## src/rtl/keypad_pkg.sv

```systemverilog
// rtl/keypad_pkg.sv - shared FSM state, key code constants and key encoding for the keypad scanner
package keypad_pkg;

    typedef enum logic [1:0] {
        SCAN,
        DEBOUNCE,
        REPORT,
        RELEASE
    } keypad_state_e;

    localparam logic [3:0] KEY_0    = 4'b0000;
    localparam logic [3:0] KEY_1    = 4'b0001;
    localparam logic [3:0] KEY_2    = 4'b0010;
    localparam logic [3:0] KEY_3    = 4'b0011;
    localparam logic [3:0] KEY_4    = 4'b0100;
    localparam logic [3:0] KEY_5    = 4'b0101;
    localparam logic [3:0] KEY_6    = 4'b0110;
    localparam logic [3:0] KEY_7    = 4'b0111;
    localparam logic [3:0] KEY_8    = 4'b1000;
    localparam logic [3:0] KEY_9    = 4'b1001;
    localparam logic [3:0] KEY_STAR = 4'b1010;
    localparam logic [3:0] KEY_HASH = 4'b1011;
    localparam logic [3:0] KEY_ERR  = 4'b1111;

    // Telephone layout for the standard 4x3 pad; other geometries fall back to the raw index.
    function automatic logic [3:0] idx_to_code(input int row, input int col,
                                               input int rows, input int cols);
        int idx;
        idx = row * cols + col;
        if (rows == 4 && cols == 3) begin
            case (idx)
                0:       idx_to_code = KEY_1;
                1:       idx_to_code = KEY_2;
                2:       idx_to_code = KEY_3;
                3:       idx_to_code = KEY_4;
                4:       idx_to_code = KEY_5;
                5:       idx_to_code = KEY_6;
                6:       idx_to_code = KEY_7;
                7:       idx_to_code = KEY_8;
                8:       idx_to_code = KEY_9;
                9:       idx_to_code = KEY_STAR;
                10:      idx_to_code = KEY_0;
                11:      idx_to_code = KEY_HASH;
                default: idx_to_code = KEY_ERR;
            endcase
        end else if (idx < 12) begin
            idx_to_code = 4'(idx);
        end else begin
            idx_to_code = KEY_ERR;
        end
    endfunction

endpackage

```

## src/rtl/keypad_row_sync.sv

```systemverilog
// rtl/keypad_row_sync.sv - two-flop synchroniser for the asynchronous row sense lines
module keypad_row_sync #(
    parameter int ROWS = 4
) (
    input  logic            clk,
    input  logic            reset,
    input  logic [ROWS-1:0] row_in,
    output logic [ROWS-1:0] row_sync
);

    logic [ROWS-1:0] meta_q, meta_d;
    logic [ROWS-1:0] sync_q, sync_d;

    always_comb begin
        meta_d = row_in;
        sync_d = meta_q;
    end

    always_ff @(posedge clk) begin
        if (reset) begin
            meta_q <= '0;
            sync_q <= '0;
        end else begin
            meta_q <= meta_d;
            sync_q <= sync_d;
        end
    end

    assign row_sync = sync_q;

endmodule

```

## src/rtl/keypad_scan_ctrl.sv

```systemverilog
// rtl/keypad_scan_ctrl.sv - matrix keypad scanner: column strobe, debounce, one report per press
module keypad_scan_ctrl
    import keypad_pkg::*;
#(
    parameter int ROWS            = 4,
    parameter int COLS            = 3,
    parameter int SETTLE_CYCLES   = 4,
    parameter int DEBOUNCE_CYCLES = 16,
    parameter int IDX_W           = 6
) (
    input  logic             stimulus,
    input  logic             reset,
    input  logic [ROWS-1:0]  row_in,
    output logic [COLS-1:0]  col_drive,
    output logic             key_valid,
    input  logic             key_ready,
    output logic [IDX_W-1:0] key_index,
    output logic [3:0]       key_code,
    output logic             key_err
);

    localparam int CW = $clog2(COLS);
    localparam int RW = $clog2(ROWS);
    localparam int SW = $clog2(SETTLE_CYCLES);
    localparam int DW = $clog2(DEBOUNCE_CYCLES + 1);

    localparam logic [CW-1:0] COL_LAST    = CW'(COLS - 1);
    localparam logic [SW-1:0] SETTLE_LAST = SW'(SETTLE_CYCLES - 1);
    localparam logic [DW-1:0] DEB_LAST    = DW'(DEBOUNCE_CYCLES - 1);

    logic [ROWS-1:0] rs;

    keypad_row_sync #(.ROWS(ROWS)) u_row_sync (
        .clk      (stimulus),
        .reset    (reset),
        .row_in   (row_in),
        .row_sync (rs)
    );

    keypad_state_e    state_q, state_d;
    logic [CW-1:0]    col_q, col_d;
    logic [SW-1:0]    set_cnt_q, set_cnt_d;
    logic [DW-1:0]    deb_cnt_q, deb_cnt_d;
    logic [ROWS-1:0]  pat_q, pat_d;
    logic             key_valid_q, key_valid_d;
    logic [IDX_W-1:0] key_index_q, key_index_d;
    logic [3:0]       key_code_q, key_code_d;
    logic             key_err_q, key_err_d;

    logic [RW-1:0]    row_lo;
    logic [CW-1:0]    col_next;
    logic [IDX_W-1:0] rep_index;
    logic [3:0]       rep_code;
    logic             rep_err;

    // Report contents derived from the latched pattern; a multi-row pattern reports its lowest row.
    always_comb begin
        row_lo = '0;
        for (int r = ROWS - 1; r >= 0; r--) begin
            if (pat_q[r]) row_lo = RW'(r);
        end
        if ($countones(pat_q) == 1) begin
            rep_index = IDX_W'(int'(row_lo) * COLS + int'(col_q));
            rep_code  = idx_to_code(int'(row_lo), int'(col_q), ROWS, COLS);
            rep_err   = 1'b0;
        end else begin
            rep_index = IDX_W'(row_lo);
            rep_code  = KEY_ERR;
            rep_err   = 1'b1;
        end
        col_next = (col_q == COL_LAST) ? '0 : col_q + 1'b1;
    end

    always_comb begin
        state_d     = state_q;
        col_d       = col_q;
        set_cnt_d   = set_cnt_q;
        deb_cnt_d   = deb_cnt_q;
        pat_d       = pat_q;
        key_valid_d = key_valid_q;
        key_index_d = key_index_q;
        key_code_d  = key_code_q;
        key_err_d   = key_err_q;

        case (state_q)
            SCAN: begin
                if (set_cnt_q == SETTLE_LAST) begin
                    set_cnt_d = '0;
                    if (rs == '0) begin
                        col_d = col_next;
                    end else begin
                        pat_d     = rs;
                        deb_cnt_d = '0;
                        state_d   = DEBOUNCE;
                    end
                end else begin
                    set_cnt_d = set_cnt_q + 1'b1;
                end
            end
            DEBOUNCE: begin
                if (rs == pat_q) begin
                    if (deb_cnt_q == DEB_LAST) begin
                        deb_cnt_d   = '0;
                        key_valid_d = 1'b1;
                        key_index_d = rep_index;
                        key_code_d  = rep_code;
                        key_err_d   = rep_err;
                        state_d     = REPORT;
                    end else begin
                        deb_cnt_d = deb_cnt_q + 1'b1;
                    end
                end else begin
                    deb_cnt_d = '0;
                    set_cnt_d = '0;
                    state_d   = SCAN;
                end
            end
            REPORT: begin
                // Rows are ignored here so a quick release cannot cancel a pending report.
                if (key_ready) begin
                    key_valid_d = 1'b0;
                    deb_cnt_d   = '0;
                    state_d     = RELEASE;
                end
            end
            RELEASE: begin
                if (rs != '0) begin
                    deb_cnt_d = '0;
                end else if (deb_cnt_q == DEB_LAST) begin
                    deb_cnt_d = '0;
                    set_cnt_d = '0;
                    col_d     = col_next;
                    state_d   = SCAN;
                end else begin
                    deb_cnt_d = deb_cnt_q + 1'b1;
                end
            end
            default: begin
                state_d = SCAN;
            end
        endcase
    end

    always_ff @(posedge stimulus) begin
        if (reset) begin
            state_q     <= SCAN;
            col_q       <= '0;
            set_cnt_q   <= '0;
            deb_cnt_q   <= '0;
            pat_q       <= '0;
            key_valid_q <= 1'b0;
            key_index_q <= '0;
            key_code_q  <= KEY_ERR;
            key_err_q   <= 1'b0;
        end else begin
            state_q     <= state_d;
            col_q       <= col_d;
            set_cnt_q   <= set_cnt_d;
            deb_cnt_q   <= deb_cnt_d;
            pat_q       <= pat_d;
            key_valid_q <= key_valid_d;
            key_index_q <= key_index_d;
            key_code_q  <= key_code_d;
            key_err_q   <= key_err_d;
        end
    end

    assign col_drive = COLS'(1) << col_q;
    assign key_valid = key_valid_q;
    assign key_index = key_index_q;
    assign key_code  = key_code_q;
    assign key_err   = key_err_q;

endmodule

```

## config.mk

```make
export PLATFORM = sky130hd
export DESIGN_NAME = keypad_scan_ctrl
export DESIGN_NICKNAME = d
export VERILOG_FILES = /design/src/rtl/keypad_pkg.sv /design/src/rtl/keypad_row_sync.sv /design/src/rtl/keypad_scan_ctrl.sv
export SDC_FILE = /design/constraint.sdc
export NUM_CORES = 1
export LEC_CHECK = 0
export ABC_AREA = 1
export ABC_CLOCK_PERIOD_IN_PS = 5700
export CORE_ASPECT_RATIO = 0.8
export CORE_UTILIZATION = 59
export DETAILED_ROUTE_END_ITERATION = 16
export GPL_TIMING_DRIVEN = 0
export PLACE_DENSITY = 0.93
export SKIP_CTS_REPAIR_TIMING = 1
export SLEW_MARGIN = 20
export SYNTH_ARGS = -nofsm -noshare
export SYNTH_HDL_FRONTEND = slang
export SYNTH_SLANG_ARGS = --single-unit
```

## constraint.sdc

```tcl
create_clock -name stimulus -period 5.7 [get_ports stimulus]
set_input_delay 0.57 -clock stimulus [delete_from_list [all_inputs] [get_ports stimulus]]
set_output_delay 0.57 -clock stimulus [all_outputs]
set_load 0.05 [all_outputs]
```

==> out/metrics.cfg, run 1 <==
[status]
outcome=completed

[critical_path]
end_kind=flop
crit_fanout=5
rr_startpoint=pat_q[0]
crit_top_cell=inv_1
cp_slowest_cell=fa_1
path_cells=inv_1 > nand3_1 > inv_1 > fa_1 > ha_1 > inv_1 > fa_1 > inv_1 > o21ai_0 > nand3_1 > nand2_1 > nand3_1
critPathMaxStageDelay_ns=0.57
cp.arrival_ns=2.80
required_ns=5.86
critPathLaunchType=flop
crit_type=flop to flop
crit_start=pat_q[0]

[die]
core-area_mm2=0.002808
die_w_um=63.51
die_height_um=51.21
row_count=17
num_io_pins=22
initial_core_util=0.6359
dieArea_mm2=0.003252

[global_route]
grt_pass1_wl_mm=6.154
gr-usage-met3=0.05357
grt_start_max_net_pins=13
met1_usage=0.2931
grt_overflow=0
grt_pass1_vias=1493
top_usage_layer=met2
use_met2=0.4468
gr-usage-all-layers=0.2455
antenna_found_initial=0

[timing]
max_slew_margin=0.6505
fmax_ghz=0.3790
setup_viol=0
setup-tns-final_ns=0
slew_violations=0
grt_setup_unrepaired=false
tightest_slew_ns=0.5243
skew_ns=0.005120
period_share=0.4629
hold_viol_final=0
min_period_ns=2.639

[cts]
tritoncts=yes
numCtsBuffers=5
clock_sinks=33
clock_latency_ns=0.29
root_buffer=clkbuf_8
htreeDepth=2
cts_buffer_depth=2
clk_pin_slew_ns=0.07

[finish]
synthToLayoutAreaGrowth_pct=19.97
final_nets=300
drive_gt1_frac=0.08511
stdcell_area_mm2=0.002142
final_cell_mix=nand2_1 (57), nor2_1 (43), inv_1 (37), dfxtp_1 (33), clkdlybuf4s50_1 (19)
diodes=0
final_common_cell=nand2_1

[power_and_ir_drop]
combPwrFrac=0.168
p_per_area_mw_per_mm2=263.2
ir_drop_uv=262.2
sequentialPowerShare=0.435
p_sw_frac=0.2851
intPower_mw=0.4030
switchingPower_mw=0.1608
p_leak_nw=1.035
clkPwrFrac=0.397

[synth]
synthMuxAreaShare=0
synth_cells=254
synth_compound_area_frac=0.1016
ys_seq_elements=33
synthDistinctLibCells=26
synth_xor_xnor_area_share=0.004905
synthAdderAreaFrac=0.09671
yosys.area_share.simple=0.3259
syn_area_mm2=0.001785
yosys_warnings=0
ys_seq_area_frac=0.3700
yosysTopAreaCellShare=0.3700
ys_top_cells_by_area=dfxtp_1 (37%), nand2_1 (12%), nor2_1 (9.0%), inv_1 (7.8%), ha_1 (6.3%)
yosysTopAreaCell=dfxtp_1
synth_top_family_by_area=simple AND/OR/NAND/NOR gates
avgSynthCellArea_um2=7.029

[placement]
dpl_cell_area_mm2=0.002027
place_congestion=0.8840
dp.final_hpwl_mm=2.512
port_buffers=19

[detailed_routing]
via_per_inst=5.178
dr.first_iter.drc_count=86
vias=1657
drt-pass1-iter-count=4
final_antenna_net_count=0
drt-total-wl_mm=3.523
route.detailed.drc=0
wl_per_cell_um=11.01

[min_path]
hp-class=flop to flop
min_from=u_row_sync.meta_q[3]

[run]
cap_viol_max_count=0

[stage by stage]
stage | cells | hold slack [ns] | util | setup slack [ns] | total power [mW]
after floorplan | 255 | 0.3883 | - | 3.352 | 0.3203
after global placement | 312 | 0.3895 | 0.7219 | 3.163 | 0.3393
after detailed placement | 312 | 0.3967 | 0.7219 | 3.178 | 0.3434
after CTS | 320 | 0.4068 | 0.7629 | 3.105 | 0.5635
after global routing | 320 | 0.4317 | 0.7629 | 2.875 | 0.5880
final | 320 | 0.4066 | 0.7629 | 3.061 | 0.5638
[area by class of cell]
cell class / count / area, um2
fill: 209 / 665.6
clock buffer: 5 / 68.82
timing repair buffer: 19 / 190.2
clock inverter: 3 / 46.29
buffer: 5 / 26.28
tap: 38 / 47.55
inverter: 40 / 150.1
multi-input combinational: 177 / 952.2
sequential: 33 / 660.6
[cells in the mapped netlist]
cell type,number
fa_1,3
nand3_1,14
xor2_1,1
buf_4,2
ha_1,9
o21ai_1,4
o21ai_0,11
nand2_2,3
dfxtp_1,33
nand2_1,57
a21oi_1,18
nor2_4,2
nand3_4,1
nand4_2,1
a21oi_2,1
inv_2,3
conb_1,1
nand4_1,2
o21bai_1,1
nand4_4,1
nor2_8,1
inv_1,37
nor2_2,1
nor3_1,1
clkbuf_1,3
nor2_1,43
[final timing paths]
| path | to | slack, ns | cells past startpoint |
|---|---|---|---|
| setup / recovery | key_code[1] | 3.06 | 12 |
| hold / removal | u_row_sync.row_sync[3] | 0.41 | 2 |
| setup reg to reg | key_code[1] | 3.06 | 12 |
| hold reg to reg | u_row_sync.row_sync[3] | 0.41 | 2 |
[kinds of logic (layout without fill, tap and decap cells)]
family	count (synthesis)	count (layout)
adders and majority gates	12	12
xor gates and xnor gates	1	1
buffers and inverters	45	72
AOI/OAI and AO/OA	35	35
and+or+nand+nor	127	127
other	1	2
DFF	33	33
[per-layer routing]
metal / part of all wire / wire [um]
met1: 0.45 / 1585
met2: 0.49 / 1739
met3: 0.042 / 148
met4: 0.014 / 51
met5: 0 / 0
[registers in the layout (all words and copies together) (netlist names), named ones only]
name                 flops
key_err                  1
state_q                  1
pat_q                    4
u_row_sync.row_sync      4
col_q                    2
set_cnt_q                2
key_code                 4
deb_cnt_q                5
key_index                4
u_row_sync.meta_q        4
key_valid                1
[critical path, delay by kind of cell (launching register included)]
family | cells | cell delay, ns
flops | 1 | 0.33
simple gates | 4 | 0.45
fa+ha+maj | 3 | 1.22
compound gates | 1 | 0.21
buf+inv | 4 | 0.31
[power groups by stage]
stage          sequential [mW]  combinational [mW]  clock (mW)
6_report                 0.245              0.0948       0.224
2_1_floorplan            0.249              0.0712           0
4_1_cts                  0.245              0.0945       0.224
3_5_place_dp             0.251              0.0928           0
3_3_place_gp             0.250              0.0892           0
5_1_grt                  0.246               0.108       0.234
Note: power is estimated with default switching activity, not from simulation.
==> inputs of run 2 (changes only) <==
Settings changed: ABC_CLOCK_PERIOD_IN_PS 5700 to 2170, CORE_UTILIZATION 59 to 49, PLACE_DENSITY 0.93 to 0.83.
Clock period 5.7 ns to 2.17 ns, I/O delays scaled along.
==> run 2 against run 1 <==
Net effect: final cell count grew 3.8%; critical path type unchanged; final area grew 5.1%; hold slack lost 0.0028 ns; via count shrank 0.72%; largest cell class unchanged; register-to-register slack lost 3.3 ns; setup slack lost 3.3 ns; critical endpoint unchanged; the flow now finishes with violations (setup timing).
==> out/metrics.cfg, run 2 (synthesis gave the netlist of run 1 again) <==
[power_and_ir_drop]
switchingPower_mw=0.4297
p_leak_nw=1.061
total_power_mw=1.509
intPower_mw=1.080
ir_drop_uv=415.9
p_sw_frac=0.2847
p_per_area_mw_per_mm2=670.2
clkPwrFrac=0.386
sequentialPowerShare=0.428
combPwrFrac=0.186

[timing]
setup_viol=8
grt_setup_unrepaired=true
fmax_ghz=0.4088
hold_viol_final=0
max_slew_margin=0.6192
slew_violations=0
tightest_slew_ns=0.5712
setup_slack_ns=-0.2762
fin_hold_ws_ns=0.4039
skew_ns=0.003627
period_share=1.127
min_period_ns=2.446

[finish]
diodes=0
synthToLayoutAreaGrowth_pct=26.14
final_common_cell=nand2_1
final_nets=308
largest_reg_flops=5
drive_gt1_frac=0.1793
regMostFlops=deb_cnt_q
finalNonFillerCells=332
final_cell_mix=nand2_1 (55), nor2_1 (41), dfxtp_1 (30), inv_1 (28), clkdlybuf4s50_1 (19)
stdcell_area_mm2=0.002252

[critical_path]
end_kind=flop
cp_top_family=adder cells
crit_type=flop to flop
crit_top_cell=inv_2
cp_slowest_cell=fa_2
critPathMaxStageDelay_ns=0.57
path_cells=inv_4 > o21ai_1 > nand2_1 > inv_2 > fa_1 > ha_2 > inv_2 > fa_2 > inv_2 > o21ai_1 > nand3_1 > nand2_1 > nand3_1
required_ns=2.33
critPathLaunchType=flop
critical_path_buf_inv_count=4
crit_fanout=5
cp.arrival_ns=2.61

[status]
violations=setup timing
outcome=complete, but fails checks

[global_route]
use_met2=0.3412
grt_pass1_vias=1456
grt_overflow=0
antenna_found_initial=0
grt_start_max_net_pins=13
grt_pass1_wl_mm=6.189
met1_usage=0.2454
top_usage_layer=met2
gr-usage-all-layers=0.1985
gr-usage-met3=0.04348

[detailed_routing]
route.detailed.drc=0
final_antenna_net_count=0
via_per_inst=4.955
dr.first_iter.drc_count=90
vias=1645
wl_per_cell_um=10.48
drt-pass1-iter-count=4
drt-total-wl_mm=3.480

[cts]
clock_latency_ns=0.29
cts_buffer_depth=2
clock_sinks=33
tritoncts=yes
clk_pin_slew_ns=0.07
root_buffer=clkbuf_8
numCtsBuffers=5
htreeDepth=2

[die]
dieArea_mm2=0.003891
die_height_um=55.99
row_count=19
die_w_um=69.49
initial_core_util=0.5180
core-area_mm2=0.003447
num_io_pins=22

[placement]
dp.final_hpwl_mm=2.526
dp_slack_ns=-0.2832
port_buffers=19
dpl_cell_area_mm2=0.002038
dp_cells=316
place_congestion=0.8678

[min_path]
hp-class=flop to flop

[run]
cap_viol_max_count=0

==> run 2: cell count changes in the layout (fill, tap and decap cells not counted), sizes merged <==
cell      delta
buf          +7
clkinvlp     +1
==> run 2: power groups by stage <==
| stage | sequential (mW) | combinational (mW) | clock [mW] |
|---|---|---|---|
| floorplan | 0.655 | 0.189 | 0 |
| global placement | 0.658 | 0.239 | 0 |
| detailed placement | 0.659 | 0.245 | 0 |
| CTS | 0.645 | 0.249 | 0.591 |
| global route | 0.649 | 0.318 | 0.619 |
| finish | 0.646 | 0.281 | 0.582 |
==> run 2: path summary, 6_finish.rpt <==
path / startpoint / endpoint / slack (ns) / cells after the start
worst max-delay path: pat_q[1] / key_code[1] / -0.28 / 13
worst min-delay path: u_row_sync.meta_q[2] / u_row_sync.row_sync[2] / 0.40 / 2
worst max register to register: pat_q[1] / key_code[1] / -0.28 / 13
worst min register to register: u_row_sync.meta_q[2] / u_row_sync.row_sync[2] / 0.40 / 2
==> run 2: cell type report <==
cell class                 count  area [um2]
buffer                         5       26.28
clock buffer                   5       68.82
clock inverter                 3       46.29
fill                         316        1195
inverter                      40       157.7
multi-input combinational    177       983.4
sequential                    33       666.9
tap                           42       52.55
timing repair buffer          26       242.7
timing repair inverter         1       7.507
==> run 2: worst reg2reg max path: stages, from the launching register on <==
cell and delay (ns):
dfxtp_2 0.34, inv_4 0.08, o21ai_1 0.07, nand2_1 0.10
inv_2 0.06, fa_1 0.52, ha_2 0.19, inv_2 0.04
fa_2 0.57, inv_2 0.06, o21ai_1 0.11, nand3_1 0.08
nand2_1 0.06, nand3_1 0.05
==> run 2: per-stage QoR <==
step	util	setup TNS, ns
3_5_place_dp	0.5913	-1.052
2_1_floorplan	-	-0.1891
3_3_place_gp	0.5913	-0.8002
6_report	0.6534	-1.240
4_1_cts	0.6247	-1.681
5_1_grt	0.6534	-2.086
==> run 2: per-layer routing <==
| layer | up-vias | part of all wire |
|---|---|---|
| met5 | - | 0 |
| met2 | 35 | 0.49 |
| met1 | 735 | 0.46 |
| met3 | 10 | 0.036 |
| li1 | 865 | - |
| met4 | 0 | 0.013 |
